==> src/rtl/imm_gen_pkg.sv <==
// Shared select codes and parameter checks for the pipelined immediate generator.
package imm_gen_pkg;

   localparam logic [2:0] SEL_I   = 3'b000;
   localparam logic [2:0] SEL_S   = 3'b001;
   localparam logic [2:0] SEL_B   = 3'b010;
   localparam logic [2:0] SEL_U   = 3'b011;
   localparam logic [2:0] SEL_J   = 3'b100;
   localparam logic [2:0] SEL_Z   = 3'b101;
   localparam logic [2:0] SEL_SH  = 3'b110;
   localparam logic [2:0] SEL_ILL = 3'b111;

   function automatic bit xlen_legal(input int xlen);
      return (xlen == 32) || (xlen == 64);
   endfunction

endpackage

==> src/rtl/imm_gen_pipe_decode.sv <==
// Combinational immediate decode from instruction bits [31:7]; instr[k] holds bit k+7.
module imm_decode
   import imm_gen_pkg::*;
#(
   parameter int XLEN = 32
) (
   input  logic [24:0]     instr,
   input  logic [2:0]      sel,
   output logic [XLEN-1:0] imm,
   output logic            illegal
);

   logic [31:0] v32;
   logic        sext;

   // Every mode is first formed as a 32-bit value, then widened signed or unsigned.
   always_comb begin
      v32     = '0;
      sext    = 1'b1;
      illegal = 1'b0;
      case (sel)
         SEL_I:  v32 = {{20{instr[24]}}, instr[24:13]};
         SEL_S:  v32 = {{20{instr[24]}}, instr[24:18], instr[4:0]};
         SEL_B:  v32 = {{19{instr[24]}}, instr[24], instr[0], instr[23:18], instr[4:1], 1'b0};
         SEL_U:  v32 = {instr[24:5], 12'b0};
         SEL_J:  v32 = {{11{instr[24]}}, instr[24], instr[12:5], instr[13], instr[23:14], 1'b0};
         SEL_Z: begin
            v32  = {27'b0, instr[12:8]};
            sext = 1'b0;
         end
         SEL_SH: begin
            v32  = (XLEN == 64) ? {26'b0, instr[18:13]} : {27'b0, instr[17:13]};
            sext = 1'b0;
         end
         default: begin
            v32     = '0;
            sext    = 1'b0;
            illegal = 1'b1;
         end
      endcase
   end

   assign imm = sext ? XLEN'($signed(v32)) : XLEN'(v32);

endmodule

==> src/rtl/imm_gen_pipe.sv <==
// Immediate generator stage: decode on input, main output register plus one skid register.
module imm_gen_pipe
   import imm_gen_pkg::*;
#(
   parameter int XLEN  = 32,
   parameter int TAG_W = 8
) (
   input  logic             clk,
   input  logic             rst,
   input  logic             flush,
   input  logic             in_valid,
   output logic             in_ready,
   input  logic [24:0]      in_instr,
   input  logic [2:0]       in_sel,
   input  logic [TAG_W-1:0] in_tag,
   output logic             out_valid,
   input  logic             out_ready,
   output logic [XLEN-1:0]  out_imm,
   output logic             out_illegal,
   output logic [TAG_W-1:0] out_tag
);

   if (!xlen_legal(XLEN)) begin : g_bad_xlen
      $error("imm_gen_pipe: XLEN must be 32 or 64");
   end

   logic [XLEN-1:0]  dec_imm;
   logic             dec_illegal;

   logic             main_valid;
   logic [XLEN-1:0]  main_imm;
   logic             main_illegal;
   logic [TAG_W-1:0] main_tag;

   logic             skid_valid;
   logic [XLEN-1:0]  skid_imm;
   logic             skid_illegal;
   logic [TAG_W-1:0] skid_tag;

   logic             accept;
   logic             main_free;

   imm_decode #(.XLEN(XLEN)) u_decode (
      .instr   (in_instr),
      .sel     (in_sel),
      .imm     (dec_imm),
      .illegal (dec_illegal)
   );

   assign in_ready  = !skid_valid;
   assign accept    = in_valid && in_ready;
   assign main_free = !main_valid || out_ready;

   // A full skid implies in_ready is low, so a refill from skid never coincides with an accept.
   always_ff @(posedge clk) begin
      if (rst) begin
         main_valid   <= 1'b0;
         main_imm     <= '0;
         main_illegal <= 1'b0;
         main_tag     <= '0;
         skid_valid   <= 1'b0;
         skid_imm     <= '0;
         skid_illegal <= 1'b0;
         skid_tag     <= '0;
      end else if (flush) begin
         main_valid <= 1'b0;
         skid_valid <= 1'b0;
      end else if (main_free) begin
         if (skid_valid) begin
            main_valid   <= 1'b1;
            main_imm     <= skid_imm;
            main_illegal <= skid_illegal;
            main_tag     <= skid_tag;
            skid_valid   <= 1'b0;
         end else begin
            main_valid <= accept;
            if (accept) begin
               main_imm     <= dec_imm;
               main_illegal <= dec_illegal;
               main_tag     <= in_tag;
            end
         end
      end else if (accept) begin
         skid_valid   <= 1'b1;
         skid_imm     <= dec_imm;
         skid_illegal <= dec_illegal;
         skid_tag     <= in_tag;
      end
   end

   assign out_valid   = main_valid;
   assign out_imm     = main_imm;
   assign out_illegal = main_illegal;
   assign out_tag     = main_tag;

endmodule

==> config.mk <==
export PLATFORM = sky130hd
export DESIGN_NAME = imm_gen_pipe
export DESIGN_NICKNAME = d
export VERILOG_FILES = /design/src/rtl/imm_gen_pkg.sv /design/src/rtl/imm_gen_pipe_decode.sv /design/src/rtl/imm_gen_pipe.sv
export SDC_FILE = /design/constraint.sdc
export NUM_CORES = 1
export LEC_CHECK = 0
export BUFFER_PORTS_ARGS = -buffer_cell sky130_fd_sc_hd__buf_2
export CORE_MARGIN = 3
export CORE_UTILIZATION = 55
export CTS_BUF_LIST = sky130_fd_sc_hd__clkbuf_8
export DETAILED_ROUTE_END_ITERATION = 6
export PLACE_DENSITY = 0.91
export SLEW_MARGIN = 10
export SYNTH_ARGS = -nofsm -noshare
export SYNTH_HDL_FRONTEND = slang
export SYNTH_SLANG_ARGS = --single-unit
==> constraint.sdc <==
create_clock -name clk -period 2.1 [get_ports clk]
set_input_delay 0.21 -clock clk [delete_from_list [all_inputs] [get_ports clk]]
set_output_delay 0.21 -clock clk [all_outputs]
set_load 0.03 [all_outputs]
==> metrics.yaml, run 1 <==
worst_pin_slew_ns: 0.910
die-area_um2: 8450
grt.total_usage_pct: 24.4
hold_path.startpoint: "in_tag[3]"
maxSlewViolCount: 0
synth_top_area_share_pct: 41.4
layout-drive-gt1-share_pct: 25.8
end_kind: "output port"
cts_htree_levels: 3
cp.arrival_ns: 1.72
maxCapViolCount: 0
p_clk_share_pct: 35.7
rrSetupSlack_ns: 0.35
fin_crit_sh_pct: 91.9
final_antenna_net_count: 0
antenna_found_initial: 0
fin_hold_ws_ns: 0.0906
die_y_um: 91.9
async_reset_ff_share_pct: 0
coreArea_um2: 6980
synth_edf_count: 0
r2r-start: "skid_valid"
startpoint: "skid_valid"
cts_resized: 0
gr-total-overflow: 0
path_cells: "buf_4 > clkinv_1 > buf_4 > buf_2"
hold_viol_final: 0
synth_top_area_cell: "dfxtp_1"
drc_errors: 0
pwr-share-comb_pct: 15.0
power_uw: 3390
dp_hpwl_mm: 7.00
ys_seq_area_share_pct: 41.4
skew_ns: 0.0134
grt_pass1_vias: 3503
intPower_uw: 2380
period_minus_slack_ns: 1.93
numCtsBuffers: 9
num_vias: 3797
cts_root_buffer: "clkbuf_8"
synth_flop_cell: "dfxtp_1"
nNetsFinal: 570
numPortBuffers: 83
setup_viol: 0
power_density_nw_per_um2: 721
crit_required_ns: 1.89
postCtsSetupBuffers: 0
crit_type: "reg -> out"
swShare_pct: 29.7
ys_ff_latch: 84
pin_count: 84
seq_area_um2: 1680
grt_max_degree: 87
slowest_stage: "dfxtp_1"
hold_depth: 3
cpPeakStageDelay_ns: 0.37
hold_buffers: 0
multiInputGateArea_um2: 2150
p_sw_uw: 1010
initial_core_util_pct: 58.2
min_path_type: "in -> reg"
run_status: "finished clean"
drtIter0Drc: 306
gp_congestion: 0.866
diodes: 0
pwr-share-seq_pct: 49.3
leakage_uw: 0.00188
cts_sinks: 84
syn-num-nets: 509
clkLatencyLatePin_ns: 0.36
die_w_um: 91.9
cp_max_fo: 21
synth_cells: 468
cts_buffer_depth: 2
syn_to_final_growth_pct: 15.7
postSynthAreaPerCell_um2: 8.68
r2r_cells: 5
grt_first_pass_wirelength_mm: 16.9
slew_headroom_pct: 39.3
fillCellCount: 539
cp-start-kind: "flop"
max_freq_ghz: 0.518
dr.pass1.iters: 5
cts.clk_slew.worst_paths_ns: 0.10
ir_drop_mv: 0.600
synth_warnings: 0
path_common_cell: "buf_4"
yosysUniqueCellTypes: 41
regToRegEndpoint: "out_imm[19]"
worstHoldEndpoint: "skid_tag[3]"
viasPerCell: 6.03
synthTopCellsByArea: "dfxtp_1 41%, a211oi_1 8.5%, o41ai_2 7.6%, nor2_1 7.1%, nand3b_1 4.3%"
rows: 30
routed_wl_mm: 10.4
wl_per_cell_um: 16.6
rsz0062_at_grt: "false"
tns_ns: 0
syn_area_um2: 4060
tritoncts: "built"
[critical path, delay by kind of cell (launching register included)]
kind | cells | cell delay, ns
buffers and inverters | 4 | 0.99
flip-flops | 1 | 0.37
[area by class of cell]
cell class	instances	share of cell area, %
well taps	96	2.56
repair buffers	96	11.5
clock inverters	7	1.73
clock buffers	9	2.64
multi-input cells	337	45.7
inverters	1	0.0799
flip-flops and latches	84	35.8
[state kept, by name, summed over array words and instances, names as in the netlist]
register / cells
skid_illegal: 1
out_tag: 8
skid_tag: 8
skid_imm: 32
out_valid: 1
out_illegal: 1
skid_valid: 1
out_imm: 32
[metrics by stage]
step	worst slack (ns)	instance area, um^2	cells	util [%]
2_1_floorplan	0.384	4060	468	-
3_3_place_gp	0.440	4500	614	64.4
3_5_place_dp	0.326	4500	614	64.4
4_1_cts	0.170	4700	630	67.3
5_1_grt	0.104	4700	630	67.3
6_report	0.170	4700	630	67.3
[placed cells by master (no fill, tap or decap), types with 2 or more instances in the layout]
master / instances
nor3_1: 32
o41ai_2: 19
buf_12: 2
buf_2: 82
nand2b_1: 11
buf_4: 12
clkinv_4: 2
a22oi_1: 6
nand3b_1: 23
nor2b_1: 3
mux2i_1: 14
nand2_1: 30
nor2_1: 77
nand3_1: 2
nor3b_1: 2
inv_6: 2
a211oi_1: 46
a21oi_1: 27
dfxtp_1: 84
a221oi_1: 6
or3_1: 2
clkbuf_8: 9
o21ai_0: 15
and2_1: 5
[worst max path at each step]
stage                        end  slack [ns]  depth (start not counted)
floorplan           skid_imm[21]        0.38                          6
global placement     out_imm[28]        0.44                          5
detailed placement   out_imm[20]        0.33                          5
CTS                     in_ready        0.17                          4
global route            in_ready        0.10                          4
finish                  in_ready        0.17                          4
[power by group through the flow]
| stage | registers, uW | logic [uW] | clock network, uW |
|---|---|---|---|
| after floorplan | 1790 | 265 | 0 |
| after global placement | 1710 | 487 | 0 |
| after detailed placement | 1710 | 500 | 0 |
| after CTS | 1670 | 502 | 1210 |
| after global routing | 1680 | 549 | 1290 |
| final | 1670 | 507 | 1210 |
[Yosys cell counts (all sizes together), types with 4 or more instances]
cell type and count:
a22oi 6, nor2b 4, nor2 77, o21ai 16
nor3 34, mux2i 14, nand3b 23, and2 5
a211oi 46, a221oi 6, nand2b 12, nand2 30
a21oi 27, o41ai 19, dfxtp 84, clkbuf 21
buf 25
[per-layer routing]
| layer | up-vias | wire (um) | part of all wire (%) | GRT usage, % |
|---|---|---|---|---|
| li1 | 1819 | - | - | - |
| met1 | 1795 | 4520 | 43 | 33.0 |
| met2 | 158 | 4980 | 48 | 38.1 |
| met3 | 25 | 727 | 7.0 | 5.58 |
| met4 | 0 | 224 | 2.1 | 9.16 |
| met5 | - | 0 | 0 | 0 |
[kinds of logic (layout without fill, tap and decap cells)]
group	count (synthesis)	in the layout	share of synthesized area, %
compound gates	123	123	24.4
simple gates	199	199	24.5
flops	84	84	41.4
buf+inv	47	113	5.97
mux	14	14	3.45
fa+ha+maj	1	1	0.277
No activity file was read; power rests on OpenSTA's default activity.
==> run 2: changes to the inputs <==
==> constraint.sdc (replaced) <==
create_clock -name clk -period 2.1 [get_ports clk]
set_input_delay 0.315 -clock clk [delete_from_list [all_inputs] [get_ports clk]]
set_output_delay 0.315 -clock clk [all_outputs]
set_load 0.03 [all_outputs]
==> run 2 against run 1 <==
Against the previous run: clock skew hardly changed; first-iteration DRC count decreased by 4.2%; die area unchanged; largest cell class unchanged; maximum frequency fell by 1.1%; combinational power up 2%; routed wire length is 2.5% higher; sequential share of layout area decreased by 0.16 points; final area grew 0.45%; critical path depth unchanged; via count shrank 1.1%; cell count up 0.16%.
==> metrics.yaml, run 2 (synthesis results as in run 1) <==
die-area_um2: 8450
numPortBuffers: 83
cp.arrival_ns: 1.64
min_path_type: "in -> reg"
rsz0062_at_grt: "false"
final_common_cell: "dfxtp_1"
num_vias: 3757
syn_to_final_growth_pct: 16.2
final_cell_mix: "84 x dfxtp_1, 82 x buf_2, 77 x nor2_1, 46 x a211oi_1, 32 x nor3_1"
gr-total-overflow: 0
layout-drive-gt1-share_pct: 26.0
grt_pass1_vias: 3698
worst_pin_slew_ns: 0.659
end_kind: "output port"
pin_count: 84
drtIter0Drc: 293
numCtsBuffers: 9
rows: 30
startpoint: "skid_valid"
p_sw_uw: 1010
ir_drop_mv: 0.352
tritoncts: "built"
pwr-share-seq_pct: 49.3
power_uw: 3390
crit_path_end: "in_ready"
crit_type: "reg -> out"
gp_congestion: 0.880
diodes: 0
cts_sinks: 84
swShare_pct: 29.7
grt_max_degree: 62
maxSlewViolCount: 0
maxCapViolCount: 0
setup_viol: 0
nNetsFinal: 571
regToRegEndpoint: "skid_imm[22]"
die_y_um: 91.9
coreArea_um2: 6980
pwr-share-comb_pct: 15.2
leakage_uw: 0.00188
cts_buffer_depth: 2
drc_errors: 0
clkLatencyLatePin_ns: 0.36
initial_core_util_pct: 58.2
max_freq_ghz: 0.513
r2r-start: "skid_valid"
cts_resized: 0
period_minus_slack_ns: 1.95
cp-start-kind: "flop"
final_area_um2: 4720
postCtsSetupBuffers: 0
grt.total_usage_pct: 25.9
viasPerCell: 5.95
intPower_uw: 2390
power_density_nw_per_um2: 719
grt_first_pass_wirelength_mm: 17.8
slew_headroom_pct: 56.1
hold_buffers: 0
run_status: "finished clean"
dpl_cell_area_um2: 4520
hold_viol_final: 0
cts_root_buffer: "clkbuf_8"
routed_wl_mm: 10.7
cp_max_fo: 27
dp_hpwl_mm: 7.14
final_antenna_net_count: 0
fin_crit_sh_pct: 92.9
wl_per_cell_um: 17.0
p_clk_share_pct: 35.6
rrSetupSlack_ns: 0.41
dr.pass1.iters: 5
crit_required_ns: 1.78
tns_ns: 0
die_w_um: 91.9
cts.clk_slew.worst_paths_ns: 0.09
antenna_found_initial: 0
cts_htree_levels: 3
r2r_cells: 5
skew_ns: 0.0129
finalCoreUtilization_pct: 67.6
-- run 2: cell types whose count changed in the layout (fill, tap and decap cells not counted) --
cell,before,now
buf_12,2,3
clkinv_4,2,1
clkinvlp_4,0,1
inv_6,2,1
inv_8,1,2
-- run 2: per-stage QoR --
step / hold WS, ns / worst slack [ns] / instances
floorplan: 0.433 / 0.384 / 468
global placement: 0.441 / 0.342 / 615
detailed placement: 0.446 / 0.217 / 615
CTS: 0.179 / 0.166 / 631
global route: 0.180 / 0.0712 / 631
finish: 0.189 / 0.149 / 631
-- run 2: layout make-up --
type | instances | area, um^2
repair buffers | 97 | 561
inverters | 1 | 3.75
fillers | 546 | 2260
clock buffers | 9 | 124
multi-input cells | 337 | 2150
well taps | 96 | 120
flip-flops and latches | 84 | 1680
clock inverters | 7 | 82.6
-- run 2: worst max-delay path: stages (launching register included) --
cell and delay, ns:
dfxtp_1 0.40, buf_4 0.28, clkinv_1 0.12, buf_4 0.25, buf_2 0.21
-- run 2: power by group through the flow --
stage	clock [uW]	combinational, uW	sequential, uW
floorplan	0	265	1790
global placement	0	491	1710
finish	1210	515	1670
global route	1290	557	1680
CTS	1210	511	1670
detailed placement	0	507	1710
-- run 2: how the worst min path moves through the flow --
stage                     cells past startpoint         from     endpoint  slack, ns
after floorplan                               2  skid_imm[1]  skid_imm[1]       0.43
after global placement                        2  skid_tag[4]  skid_tag[4]       0.44
after detailed placement                      2  skid_imm[2]  skid_imm[2]       0.45
after CTS                                     3    in_tag[3]  skid_tag[3]       0.18
after global routing                          3    in_tag[3]  skid_tag[3]       0.18
final                                         3    in_tag[3]  skid_tag[3]       0.19
-- run 2: per-layer routing --
layer	vias to the layer above	routed length, um	global-route usage, %
li1	1817	-	-
met1	1777	4710	33.8
met2	143	5150	41.4
met3	20	661	5.58
met4	0	191	10.9
met5	-	0	0
==> run 3: changes to the inputs <==
--- a/config.mk
+++ b/config.mk
@@ -10,6 +10,7 @@
 export CORE_UTILIZATION = 55
 export CTS_BUF_LIST = sky130_fd_sc_hd__clkbuf_8
 export DETAILED_ROUTE_END_ITERATION = 6
+export GPL_TIMING_DRIVEN = 0
 export PLACE_DENSITY = 0.91
 export SLEW_MARGIN = 10
 export SYNTH_ARGS = -nofsm -noshare
==> run 3 against run 2 <==
Against the previous run: via count is 8.9% higher; cell count is 4.9% higher; critical path depth is 1 lower; utilization is 1.5 points higher; critical path type unchanged; largest cell class unchanged; highest routed layer unchanged.
==> metrics.yaml, run 3 (synthesis results as in run 1) <==
die_y_um: 91.9
wl_per_cell_um: 17.9
hold_viol_final: 0
multiInputGateArea_um2: 2140
min_path_type: "in -> reg"
coreArea_um2: 6980
pin_count: 84
diodes: 0
numCtsBuffers: 9
slowest_stage: "dfxtp_1"
hold_path.startpoint: "in_tag[5]"
grt_pass1_vias: 3840
run_status: "finished clean"
crit_required_ns: 1.78
maxSlewViolCount: 0
path_cells: "clkinvlp_4 > clkbuf_1 > buf_2"
worstHoldEndpoint: "skid_tag[5]"
leakage_uw: 0.00194
die-area_um2: 8450
seq_area_um2: 1680
grt.total_usage_pct: 27.8
cts_buffer_depth: 2
final_common_cell: "buf_2"
cp_max_fo: 10
grt_first_pass_wirelength_mm: 18.6
dr.pass1.iters: 7
die_w_um: 91.9
cts_sinks: 84
grt_max_degree: 16
drc_errors: 0
antenna_found_initial: 0
max_freq_ghz: 0.525
numPortBuffers: 80
hold_depth: 3
cpPeakStageDelay_ns: 0.40
worst_pin_slew_ns: 0.709
r2r-start: "skid_valid"
cp-start-kind: "flop"
cts_htree_levels: 3
rows: 30
fin_crit_sh_pct: 90.7
clkLatencyLatePin_ns: 0.36
fillCellCount: 550
ir_drop_mv: 0.474
drtIter0Drc: 464
gp_congestion: 0.956
setup_viol: 0
dp_hpwl_mm: 8.48
crit_type: "reg -> out"
regToRegEndpoint: "skid_imm[5]"
power_density_nw_per_um2: 731
cp.arrival_ns: 1.59
final_cell_mix: "96 x buf_2, 84 x dfxtp_1, 77 x nor2_1, 46 x a211oi_1, 33 x nor3_1"
tritoncts: "built"
nNetsFinal: 602
tns_ns: 0
viasPerCell: 6.18
gr-total-overflow: 0
cts_root_buffer: "clkbuf_8"
end_kind: "output port"
maxCapViolCount: 0
layout-drive-gt1-share_pct: 26.1
cts.clk_slew.worst_paths_ns: 0.09
num_vias: 4091
rrSetupSlack_ns: 0.20
rsz0062_at_grt: "false"
slew_headroom_pct: 52.7
syn_to_final_growth_pct: 18.8
finalCoreUtilization_pct: 69.1
r2r_cells: 6
power_uw: 3530
routed_wl_mm: 11.9
final_antenna_net_count: 0
skew_ns: 0.00770
initial_core_util_pct: 58.2
period_minus_slack_ns: 1.90
==> run 3: cell count changes in the layout (fill, tap and decap cells not counted), sizes merged <==
cell    change
clkbuf     +21
buf        +10
bufinv      +1
inv         -1
==> run 3: per-layer routing <==
metal	global-route usage (%)	wire, um	vias up
met4	12.5	426	0
li1	-	-	1884
met1	36.3	4770	1886
met3	6.40	1170	60
met5	0	0	-
met2	43.7	5500	261
==> run 3: worst max path at each step <==
stage                          start      endpoint  slack [ns]
after floorplan            out_valid  skid_imm[21]        0.38
after global placement     out_ready  skid_imm[26]        0.28
after detailed placement   out_ready  skid_imm[26]        0.22
after CTS                 skid_valid      in_ready        0.06
after global routing      skid_valid  skid_imm[26]        0.03
final                     skid_valid      in_ready        0.20
==> run 3: per-stage QoR <==
step	worst slack (ns)	instances	hold WS (ns)	cell area, um^2
final	0.195	662	0.194	4820
after global routing	0.0313	662	0.189	4820
after CTS	0.0611	660	0.189	4810
after detailed placement	0.219	644	0.447	4580
after global placement	0.276	644	0.441	4580
after floorplan	0.384	468	0.433	4060
==> run 3: report_power, final <==
group	switching, uW	leakage (uW)	internal (uW)
Combinational	365	0.00114	179
Sequential	25.9	0.000683	1640
Clock	632	0.000115	680
==> run 3: cell type report <==
type                       count  area share, %
tap                           96           2.49
timing repair buffer          82           8.61
sequential                    84           34.9
multi-input combinational    337           44.3
buffer                        46           4.95
inverter                       1          0.156
clock buffer                   9           2.57
clock inverter                 7           2.05
==> run 3: repair_timing <==
action / in CTS / in global routing
resized for setup: 0 / 1
hold buffers: 0 / 0
setup endpoints to repair: 0 / 1
buffers inserted: 0 / 2
==> run 3: worst max-delay path: cells and delay by family (launching register included) <==
family	cells	cell delay, ns
buf+inv	3	0.82
flops	1	0.40
